[src/rtl/johnson_counter_param.sv]
// -----------------------------------------------------------------------------
// johnson_counter_param
//
// Parametrised Johnson (twisted-ring) counter with WIDTH ring bits and
// N = 2*WIDTH states. Intended as a glitch-free phase/sequence generator.
//
// The ring steps forward or in reverse while EN is high. The block also
// provides:
//   - a synchronous parallel load by state index;
//   - a registered binary state index and a one-hot decode of that index;
//   - a terminal-count flag;
//   - recovery from illegal ring patterns.
//
// State k encoding:
//   k in 0..WIDTH       : k ones, MSB-justified
//   k in WIDTH+1..N-1   : (N-k) ones, LSB-justified
//   e.g. WIDTH=4        : 0000,1000,1100,1110,1111,0111,0011,0001
//
// Handshake: none. Every input is sampled on each rising CLK edge. Each
// registered output (COUNT/IDX/ERR) updates one edge after its cause. DEC and
// TC are combinational views of the registers (TC also of current inputs).
//
// Ports:
//   CLK       in   1      rising-edge clock
//   CLR       in   1      synchronous reset, active-high (highest priority)
//   EN        in   1      count enable, one step per edge
//   DIR       in   1      1 = forward (S0->S1->...), 0 = reverse
//   LOAD      in   1      load state LOAD_IDX (EN/DIR ignored)
//   LOAD_IDX  in   IW     target state index 0..N-1
//   COUNT     out  WIDTH  registered ring value
//   IDX       out  IW     registered binary index of COUNT
//   DEC       out  N      one-hot decode of IDX
//   TC        out  1      terminal count: the next enabled step wraps
//   ERR       out  1      one-cycle pulse: rejected load or corrected ring
// -----------------------------------------------------------------------------
module johnson_counter_param #(
    parameter int WIDTH        = 4,
    parameter bit SELF_CORRECT = 1'b1,
    localparam int N           = 2 * WIDTH,
    localparam int IW          = $clog2(2 * WIDTH)
) (
    input  logic             CLK,
    input  logic             CLR,
    input  logic             EN,
    input  logic             DIR,
    input  logic             LOAD,
    input  logic [IW-1:0]    LOAD_IDX,
    output logic [WIDTH-1:0] COUNT,
    output logic [IW-1:0]    IDX,
    output logic [N-1:0]     DEC,
    output logic             TC,
    output logic             ERR
);

    localparam logic [IW-1:0] IDX_LAST = IW'(N - 1);
    localparam logic [IW-1:0] IDX_ONE  = IW'(1);
    // One bit wider than LOAD_IDX, so that N itself is representable
    // when N is a power of two.
    localparam logic [IW:0]   N_EXT    = (IW + 1)'(N);

    logic [WIDTH-1:0] count_q, count_d;
    logic [IW-1:0]    idx_q, idx_d;
    logic             err_q, err_d;

    logic [WIDTH-1:0] fwd_ring;
    logic [WIDTH-1:0] rev_ring;
    logic [WIDTH-1:0] load_ring;
    logic             load_ok;
    logic             illegal;

    // Ring pattern for state index k, built from the encoding rule
    // rather than from a stored table.
    function automatic logic [WIDTH-1:0] ring_of_idx(input logic [IW-1:0] k);
        logic [WIDTH-1:0] r;
        int               ki;
        ki = int'(k);
        r  = '0;
        for (int i = 0; i < WIDTH; i++) begin
            if (ki <= WIDTH) r[i] = (i >= WIDTH - ki);
            else             r[i] = (i < N - ki);
        end
        return r;
    endfunction

    assign fwd_ring  = {~count_q[0], count_q[WIDTH-1:1]};
    assign rev_ring  = {count_q[WIDTH-2:0], ~count_q[WIDTH-1]};
    assign load_ring = ring_of_idx(LOAD_IDX);
    assign load_ok   = ({1'b0, LOAD_IDX} < N_EXT);

    // A legal Johnson pattern is a single run of ones and a single run of
    // zeros. Read across the bit vector, it has at most one 0/1 boundary.
    // Two or more boundaries can only come from an upset.
    always_comb begin
        int trans;
        trans = 0;
        for (int i = 0; i < WIDTH - 1; i++) begin
            if (count_q[i] != count_q[i+1]) trans++;
        end
        illegal = (trans > 1);
    end

    // Next state. The order is LOAD > illegal correction > EN step > hold.
    // CLR is applied in the register process.
    always_comb begin
        count_d = count_q;
        idx_d   = idx_q;
        err_d   = 1'b0;
        if (LOAD) begin
            if (load_ok) begin
                count_d = load_ring;
                idx_d   = LOAD_IDX;
            end else begin
                err_d   = 1'b1;
            end
        end else if (illegal && SELF_CORRECT) begin
            count_d = '0;
            idx_d   = '0;
            err_d   = 1'b1;
        end else if (EN) begin
            count_d = DIR ? fwd_ring : rev_ring;
            // Without correction an illegal ring still shifts. Its index
            // has no meaning, so IDX is frozen until the next load or clear.
            if (!illegal) begin
                if (DIR) idx_d = (idx_q == IDX_LAST) ? '0 : idx_q + IDX_ONE;
                else     idx_d = (idx_q == '0) ? IDX_LAST : idx_q - IDX_ONE;
            end
        end
    end

    always_ff @(posedge CLK) begin
        if (CLR) begin
            count_q <= '0;
            idx_q   <= '0;
            err_q   <= 1'b0;
        end else begin
            count_q <= count_d;
            idx_q   <= idx_d;
            err_q   <= err_d;
        end
    end

    assign COUNT = count_q;
    assign IDX   = idx_q;
    assign ERR   = err_q;
    assign DEC   = N'(1) << idx_q;
    assign TC    = EN & ~LOAD & ((DIR & (idx_q == IDX_LAST)) | (~DIR & (idx_q == '0)));

endmodule

[config.mk]
export PLATFORM = sky130hd
export DESIGN_NAME = johnson_counter_param
export DESIGN_NICKNAME = d
export VERILOG_FILES = /design/src/rtl/johnson_counter_param.sv
export SDC_FILE = /design/constraint.sdc
export NUM_CORES = 1
export LEC_CHECK = 0
export CAP_MARGIN = 10
export CORE_MARGIN = 2
export CORE_UTILIZATION = 35
export DETAILED_ROUTE_END_ITERATION = 8
export PLACE_DENSITY = 0.76
export SLEW_MARGIN = 20
export SYNTH_ARGS = -nofsm -noshare
export SYNTH_HDL_FRONTEND = slang
export SYNTH_SLANG_ARGS = --single-unit
[constraint.sdc]
create_clock -name CLK -period 1.5 [get_ports CLK]
set_input_delay 0.225 -clock CLK [delete_from_list [all_inputs] [get_ports CLK]]
set_output_delay 0.225 -clock CLK [all_outputs]
set_load 0.02 [all_outputs]
==> flow_summary.ini, run 1 <==
[logic_synthesis]
seq_area_frac_synth_pct = 19.8
syn_area_per_cell_um2 = 8.02
netlist_area_um2 = 810
synth_cell_types = 31
netlist_instances = 101
syn-num-nets = 123
yosysWarnings = 0
ys_ff_latch = 8

[route]
dr.pass1.iters = 5
ant_nets = 0
vias = 989
drt_iter0_markers = 13
drt-total-wl_um = 2920
wl_per_cell_um = 16.0
via_per_inst = 5.43
drc = 0

[grt]
grt_use_total_pct = 20.7
grt_max_degree = 14
grt_pass1_vias = 973
grt-ovfl-total = 0
grt_pass1_wl_um = 4070
antenna_found_initial = 0

[setup_path]
slowest_delay_ns = 0.36
crit_type = reg -> out
worstPathRequired_ns = 1.27
cp_cell_sequence = inv_4 -> ha_4 -> nor2b_4 -> nor2b_4 -> a21oi_2 -> nor3b_4 -> buf_6
end_kind = primary output
crit_slowest_cell = dfxtp_4
ff2ff_setup_slack_ns = -0.09
crit_end = TC
cp-start-kind = flip-flop
cp_max_fo = 4
worstPathArrival_ns = 1.48
regToRegEndpoint = IDX[2]
critical_path.top_delay_family = simple AND/OR/NAND/NOR gates
worst_r2r_path_depth = 8
r2r-start = IDX[1]
critPathBufInv = 2
startpoint = IDX[0]
crit_cells = 7
path_common_cell = nor2b_4

[floorplan]
coreArea_um2 = 2190
initial_utilization_pct = 37.0
die_w_um = 52.1
die_area_um2 = 2710
die_y_um = 52.1
rows = 17
ios = 25

[timing]
setup_violations = 9
max_freq_mhz = 587
slew_violations = 0
tightest_slew_ns = 0.358
hold_viol = 0
fin_ws_ns = -0.205
finalSetupTns_ns = -0.750
rsz0062_at_grt = true
min_period_ns = 1.70
fin_crit_sh_pct = 114
finClkSkew_ns = 0.000800
slew_headroom_pct = 76.1

[clocking]
cts_sinks = 8
clkTransAtPathRegs_ns = 0.05
cts_max_path_buffers = 2
cts_max_level = 1
cts_tree = yes
cts_made_buffers = 3
insertion_delay_ns = 0.26
cts_root_buf = clkbuf_4

[layout]
n_antenna_cell = 0
finalInstanceArea_um2 = 1620
drive_gt1_share_pct = 56.5
area_growth_pct = 99.5
nNetsFinal = 178

[place]
placed_area_um2 = 1330
dp_hpwl_um = 1920
port_buffers = 24
gp_congestion = 0.765

[outcome]
violations = negative setup slack
status = finished with violations

[power_and_ir_drop]
netSwitchingPower_mw = 0.493
clock_power_share_pct = 13.2
p_leak_nw = 0.698
max-vdd-ir-drop_mv = 0.517
power.total_mw = 1.23
pwr_density_cell_nw_per_um2 = 764
seqPwrFrac_pct = 22.8
intPower_mw = 0.741
switching_share_pct = 40.0
combPwrFrac_pct = 64.0

[hold_path]
min_path_cells = 4
hp-class = in -> reg

[flow_run]
drv_cap = 0
## cell families (layout without fill, tap and decap cells)
logic type	count (synthesis)	after routing	share of synthesized area (%)
XOR/XNOR	4	4	4.33
buffers and inverters	13	66	6.49
AO/OA/AOI/OAI	29	29	25.8
multiplexers	3	3	3.71
adder cells (fa/ha/maj)	14	14	21.6
flip-flops	8	8	19.8
AND/OR/NAND/NOR	30	30	18.2
## cells in the mapped netlist, drive strengths merged
cell     count  area [um2]
buf          1        7.51
nor2         6        22.5
or3          1        6.26
nand2       10        37.5
mux2i        3        30.0
o2bb2ai      1        8.76
o32ai        5        43.8
a21oi        3        15.0
a21boi       1        7.51
clkbuf       3        11.3
a31oi        1        6.26
nand2b       2        12.5
xnor2        3        26.3
dfxtp        8         160
nor3         1        5.00
or2          1        6.26
nor2b        5        31.3
inv          9        33.8
o31ai        1        7.51
o221a        1        11.3
o211ai       1        7.51
and2         3        18.8
o21ai        7        42.5
a22o         1        8.76
xor2         1        8.76
o22ai        4        25.0
ha          14         175
a22oi        1        7.51
nor3b        1        7.51
a211o        2        17.5
## state kept, by name, summed over array words and instances (netlist names)
name,count
COUNT,4
IDX,3
ERR,1
## worst min-delay path by stage
| stage | start | end |
|---|---|---|
| floorplan | CLR | IDX[1] |
| finish | LOAD_IDX[0] | IDX[0] |
| global placement | IDX[1] | IDX[1] |
| CTS | LOAD_IDX[0] | IDX[0] |
| global route | LOAD_IDX[0] | IDX[0] |
| detailed placement | IDX[1] | IDX[1] |
## per-stage QoR
step	utilization [%]	hold slack [ns]	worst slack, ns	std cells
5_1_grt	73.7	0.588	-0.288	182
3_3_place_gp	60.9	0.610	-0.453	174
3_5_place_dp	60.9	0.614	-0.533	174
2_1_floorplan	-	0.313	-0.00599	101
6_report	73.7	0.558	-0.205	182
4_1_cts	67.8	0.549	-0.210	180
## timing repair
| item | in CTS | in global routing |
|---|---|---|
| hold buffers | 0 | 0 |
| setup buffers | 3 | 3 |
| gates resized for setup | 74 | 23 |
| pin swaps | 12 | 10 |
| setup endpoints to repair | 22 | 17 |
## worst min-delay path, stage by stage
cell and delay (ns):
dlygate4sd2_1 0.23, buf_4 0.15, nand2_1 0.07, o32ai_2 0.10
## power by group through the flow
stage | sequential, mW | combinational [mW] | clock [mW]
after floorplan | 0.317 | 0.283 | 0
after global placement | 0.276 | 0.563 | 0
after detailed placement | 0.278 | 0.588 | 0
after CTS | 0.276 | 0.654 | 0.160
after global routing | 0.285 | 0.843 | 0.178
final | 0.282 | 0.789 | 0.163
## area by class of cell
| class | count | area (um2) |
|---|---|---|
| fill | 162 | 576 |
| sequential | 8 | 178 |
| timing repair buffer | 54 | 483 |
| tap | 28 | 35.0 |
| inverter | 9 | 38.8 |
| clock buffer | 3 | 22.5 |
| multi-input combinational | 80 | 858 |
## cell usage in the layout, fill, tap and decap left out, types with 3 or more instances in the layout
master	synthesis	layout
buf_4	1	26
buf_6	0	10
clkbuf_4	0	3
clkdlybuf4s50_1	0	7
dfxtp_4	0	4
dlygate4sd2_1	0	8
ha_1	14	3
ha_4	0	9
inv_1	9	3
inv_2	0	4
mux2i_1	3	3
nand2_1	10	10
nor2_1	6	6
nor2b_4	0	3
o21ai_0	5	4
o22ai_2	0	3
o32ai_2	0	5
## per-layer routing
metal | vias up | share of wire [%] | GRT usage [%]
met3 | 11 | 3.4 | 1.72
li1 | 464 | - | -
met5 | - | 0 | 0
met4 | 0 | 2.9 | 10.5
met2 | 35 | 57 | 44.5
met1 | 479 | 37 | 18.1
No activity file was read; power rests on OpenSTA's default activity.
==> run 2: changes to the inputs <==
Settings changed: DONT_BUFFER_PORTS from default to 1, PLACE_DENSITY 0.76 to 0.62.
==> run 2 against run 1 <==
- global-route usage down 6.6 points
- via count down 20%
- maximum frequency up 4.0%
- die area unchanged
- critical path type unchanged
- sequential power down 3%
- sequential cell count unchanged
- the run still ends with negative setup slack left
- final cell count down 18%
- power down 22%
- register-to-register slack better by 0.08 ns
- core utilization down 21 points
==> flow_summary.ini, run 2 (synthesis gave the netlist of run 1 again) <==
[outcome]
status = finished with violations
violations = negative setup slack

[setup_path]
crit_type = reg -> out
regToRegEndpoint = ERR
r2r-start = COUNT[1]
worst_r2r_path_depth = 7
startpoint = IDX[1]
end_kind = primary output
crit_end = TC
worstPathArrival_ns = 1.41
cp_max_fo = 4
ff2ff_setup_slack_ns = -0.01
worstPathRequired_ns = 1.27
cp-start-kind = flip-flop

[place]
placed_area_um2 = 1030
gp_congestion = 0.749
dpl_worst_slack_ns = -0.0644
port_buffers = 0
dp_hpwl_um = 1450
dpl.cell_count = 141

[timing]
min_period_ns = 1.64
hold_ws_ns = 0.0472
fin_crit_sh_pct = 109
slew_headroom_pct = 73.0
setup_violations = 4
finClkSkew_ns = 0.00521
fin_ws_ns = -0.139
tightest_slew_ns = 0.404
slew_violations = 0
hold_viol = 0
rsz0062_at_grt = true
max_freq_mhz = 610

[clocking]
clkTransAtPathRegs_ns = 0.05
cts_max_level = 1
cts_max_path_buffers = 2
cts_made_buffers = 3
insertion_delay_ns = 0.25
cts_root_buf = clkbuf_4
cts_tree = yes
cts_sinks = 8

[layout]
fin_cells = 149
area_growth_pct = 42.2
fin_util_pct = 52.5
drive_gt1_share_pct = 41.3
n_antenna_cell = 0
nFillCells = 205
final_common_cell = buf_4
largest_register_ffs = 4
finalInstanceArea_um2 = 1150
layout_common_cells = buf_4 (20), ha_1 (11), nand2_1 (10)
nNetsFinal = 145

[grt]
grt_max_degree = 15
grt-ovfl-total = 0
grt_use_total_pct = 14.1
grt_pass1_vias = 689
grt_pass1_wl_um = 2920
antenna_found_initial = 0

[floorplan]
initial_utilization_pct = 37.0
die_area_um2 = 2710
ios = 25
die_y_um = 52.1
die_w_um = 52.1
rows = 17
coreArea_um2 = 2190

[route]
via_per_inst = 5.32
dr.pass1.iters = 5
drt-total-wl_um = 1820
vias = 792
drc = 0
wl_per_cell_um = 12.2
ant_nets = 0
drt_iter0_markers = 11

[power_and_ir_drop]
pwr_density_cell_nw_per_um2 = 838
p_leak_nw = 0.509
max-vdd-ir-drop_mv = 0.480

[hold_path]
hp-class = in -> reg

[flow_run]
drv_cap = 0
==> run 2: changes by cell type in the layout (fill, tap and decap cells not counted), moves of 2 or more <==
cell	change
clkdlybuf4s50_1	-7
o22ai_1	+2
buf_6	-9
ha_1	+8
ha_4	-7
dlygate4sd2_1	-8
o22ai_2	-2
and2_1	+2
inv_2	-4
and2_4	-2
buf_4	-6
inv_1	+4
==> run 2: stage by stage <==
step	total power, mW	TNS [ns]
after floorplan	0.600	-0.00599
after global placement	0.708	-0.0782
after detailed placement	0.720	-0.221
after CTS	0.918	-0.308
after global routing	1.04	-0.588
final	0.964	-0.285
==> run 2: cell type report <==
cell class / count / area (um2) / area share (%)
Multi-Input combinational cell: 80 / 716 / 62.2
Timing Repair Buffer: 21 / 161 / 14.0
Tap cell: 28 / 35.0 / 3.04
Inverter: 9 / 38.8 / 3.37
Sequential cell: 8 / 178 / 15.4
Clock buffer: 3 / 22.5 / 1.96
==> run 2: report_power, final <==
part / total (mW) / switching [mW] / internal [mW]
Sequential: 0.273 / 0.0297 / 0.243
Combinational: 0.529 / 0.269 / 0.260
Clock: 0.162 / 0.0710 / 0.0914
Total: 0.964 / 0.370 / 0.595
==> run 2: timing repair <==
action | CTS | global route
hold buffers | 0 | 0
pin swaps | 4 | 5
setup endpoints to repair | 8 | 8
buffers inserted | 4 | 1
resized for setup | 3 | 7
==> run 2: worst max-delay path, cell delays in order (launching register included) <==
cell and delay, ns:
dfxtp_4 0.36, inv_4 0.06, ha_4 0.12, nor2b_4 0.13, nor2b_4 0.15, a21oi_2 0.05
nor3b_4 0.28
==> run 2: worst min-delay path by stage <==
stage | startpoint | end | slack, ns | cells after the start
2_1_floorplan | CLR | IDX[1] | 0.31 | 1
3_3_place_gp | CLR | IDX[2] | 0.31 | 1
3_5_place_dp | CLR | IDX[1] | 0.32 | 1
4_1_cts | CLR | IDX[1] | 0.05 | 1
5_1_grt | CLR | IDX[0] | 0.04 | 1
6_report | CLR | IDX[2] | 0.05 | 1
==> run 2: metal layers <==
metal | part of all wire [%] | global-route usage [%] | up-vias | wire, um
met5 | 0 | 0 | - | 0
met4 | 1.3 | 6.58 | 0 | 23
met1 | 42 | 16.3 | 369 | 771
met2 | 51 | 24.9 | 20 | 933
met3 | 4.9 | 2.59 | 2 | 89
li1 | - | - | 401 | -
==> run 3: changes to the inputs <==
Settings changed: CELL_PAD_IN_SITES_DETAIL_PLACEMENT from default to 0, CELL_PAD_IN_SITES_GLOBAL_PLACEMENT from default to 1, PLACE_DENSITY 0.62 to 0.77, SETUP_SLACK_MARGIN from default to 0.15.
==> run 3 against run 2 <==
- the flow still finishes with violations (negative setup slack)
- global-route usage rose by 3.9 points
- final cell count fell by 2.0%
- worst setup slack got worse by 0.0079 ns
- critical path depth did not move
- routed wire length rose by 19%
- first-iteration DRC count fell by 27%
- power rose by 9.4%
==> flow_summary.ini, run 3 (synthesis gave the netlist of run 1 again) <==
[setup_path]
cp_max_fo = 5
worstPathRequired_ns = 1.27
crit_type = reg -> out
cp-start-kind = flip-flop
worstPathArrival_ns = 1.42
cp_cell_sequence = inv_4 -> ha_4 -> nor2b_4 -> nor2b_4 -> a21oi_2 -> nor3b_4
crit_slowest_cell = dfxtp_4
critPathBufInv = 1
path_common_cell = nor2b_4
slowest_delay_ns = 0.36
end_kind = primary output
critical_path.top_delay_family = simple AND/OR/NAND/NOR gates

[floorplan]
coreArea_um2 = 2190
ios = 25
die_y_um = 52.1
die_area_um2 = 2710
die_w_um = 52.1
initial_utilization_pct = 37.0
rows = 17

[power_and_ir_drop]
p_leak_nw = 0.509
max-vdd-ir-drop_mv = 0.462
power.total_mw = 1.05
pwr_density_cell_nw_per_um2 = 836

[grt]
grt_max_degree = 15
grt_pass1_wl_um = 3560
grt-ovfl-total = 0
antenna_found_initial = 0
grt_pass1_vias = 797
grt_use_total_pct = 18.0

[layout]
largest_register_ffs = 4
nFillCells = 184
area_growth_pct = 55.8
drive_gt1_share_pct = 51.7
layout_common_cells = buf_4 (13), nand2_1 (10), nor2_1 (6), ha_4 (6)
finalInstanceArea_um2 = 1260
multi_input_area_um2 = 833
final_common_cell = buf_4
n_antenna_cell = 0
nNetsFinal = 142
seqCellArea_um2 = 178

[timing]
fin_crit_sh_pct = 110
slew_headroom_pct = 74.9
rsz0062_at_grt = true
tightest_slew_ns = 0.376
fin_ws_ns = -0.147
setup_violations = 4
hold_viol = 0
slew_violations = 0
finClkSkew_ns = 0.00407
max_freq_mhz = 607
min_period_ns = 1.65

[clocking]
insertion_delay_ns = 0.25
clkTransAtPathRegs_ns = 0.05
cts_made_buffers = 3
cts_root_buf = clkbuf_4
cts_max_path_buffers = 2
cts_sinks = 8
cts_tree = yes
cts_max_level = 1
ctsHoldBuffers = 0

[route]
ant_nets = 0
drt_iter0_markers = 8
vias = 764
drt-total-wl_um = 2160
via_per_inst = 5.23
dr.pass1.iters = 4
wl_per_cell_um = 14.8
drc = 0

[place]
dp_hpwl_um = 1530
gp_congestion = 0.767
placed_area_um2 = 983
port_buffers = 0
dpl_worst_slack_ns = -0.0637

[outcome]
status = finished with violations
violations = negative setup slack

[flow_run]
drv_cap = 0

[hold_path]
hp-class = in -> reg
==> run 3: cell type report <==
| class | instances | area share (%) |
|---|---|---|
| Clock buffer | 3 | 1.79 |
| Inverter | 9 | 3.08 |
| Multi-Input combinational cell | 80 | 66.1 |
| Sequential cell | 8 | 14.1 |
| Tap cell | 28 | 2.78 |
| Timing Repair Buffer | 18 | 12.2 |
==> run 3: metrics by stage <==
step / hold WS, ns / setup TNS (ns) / instances / utilization, %
after global placement: 0.319 / -0.0106 / 135 / 44.9
after global routing: 0.0489 / -0.500 / 146 / 57.6
after CTS: 0.0534 / -0.170 / 144 / 54.0
final: 0.0578 / -0.194 / 146 / 57.6
after floorplan: 0.313 / -0.00599 / 101 / -
after detailed placement: 0.319 / -0.0637 / 135 / 44.9
==> run 3: final timing paths <==
kind           from  depth (start not counted)  slack [ns]      to
max reg2reg  IDX[0]                          6       -0.03  IDX[2]
min             CLR                          1        0.06  IDX[1]
max          IDX[0]                          6       -0.15      TC
min reg2reg  IDX[0]                          2        0.73  IDX[0]
==> run 3: power breakdown <==
part	switching, mW	leakage [nW]	internal, mW
clock network	0.0692	0.0138	0.0913
logic	0.301	0.426	0.299
registers	0.0499	0.0693	0.244
==> run 3: repair_timing <==
item                       4_1_cts  5_1_grt
setup endpoints to repair       14       16
pin swaps                        3        1
hold endpoints to repair         0        0
gates resized for setup         24       11
setup buffers                    6        2
==> run 3: metal layers <==
metal,track usage [%],share of wire [%],up-vias
li1,-,-,391
met3,4.31,4.5,4
met1,19.4,40,353
met5,0,0,-
met4,10.1,1.2,0
met2,31.9,55,16
==> run 3: worst reg2reg max path, delay by kind of cell, from the launching register on <==
family,cells,cell delay (ns)
flip-flops,1,0.38
AO/OA/AOI/OAI,3,0.52
adder cells (fa/ha/maj),2,0.48
AND/OR/NAND/NOR,1,0.06
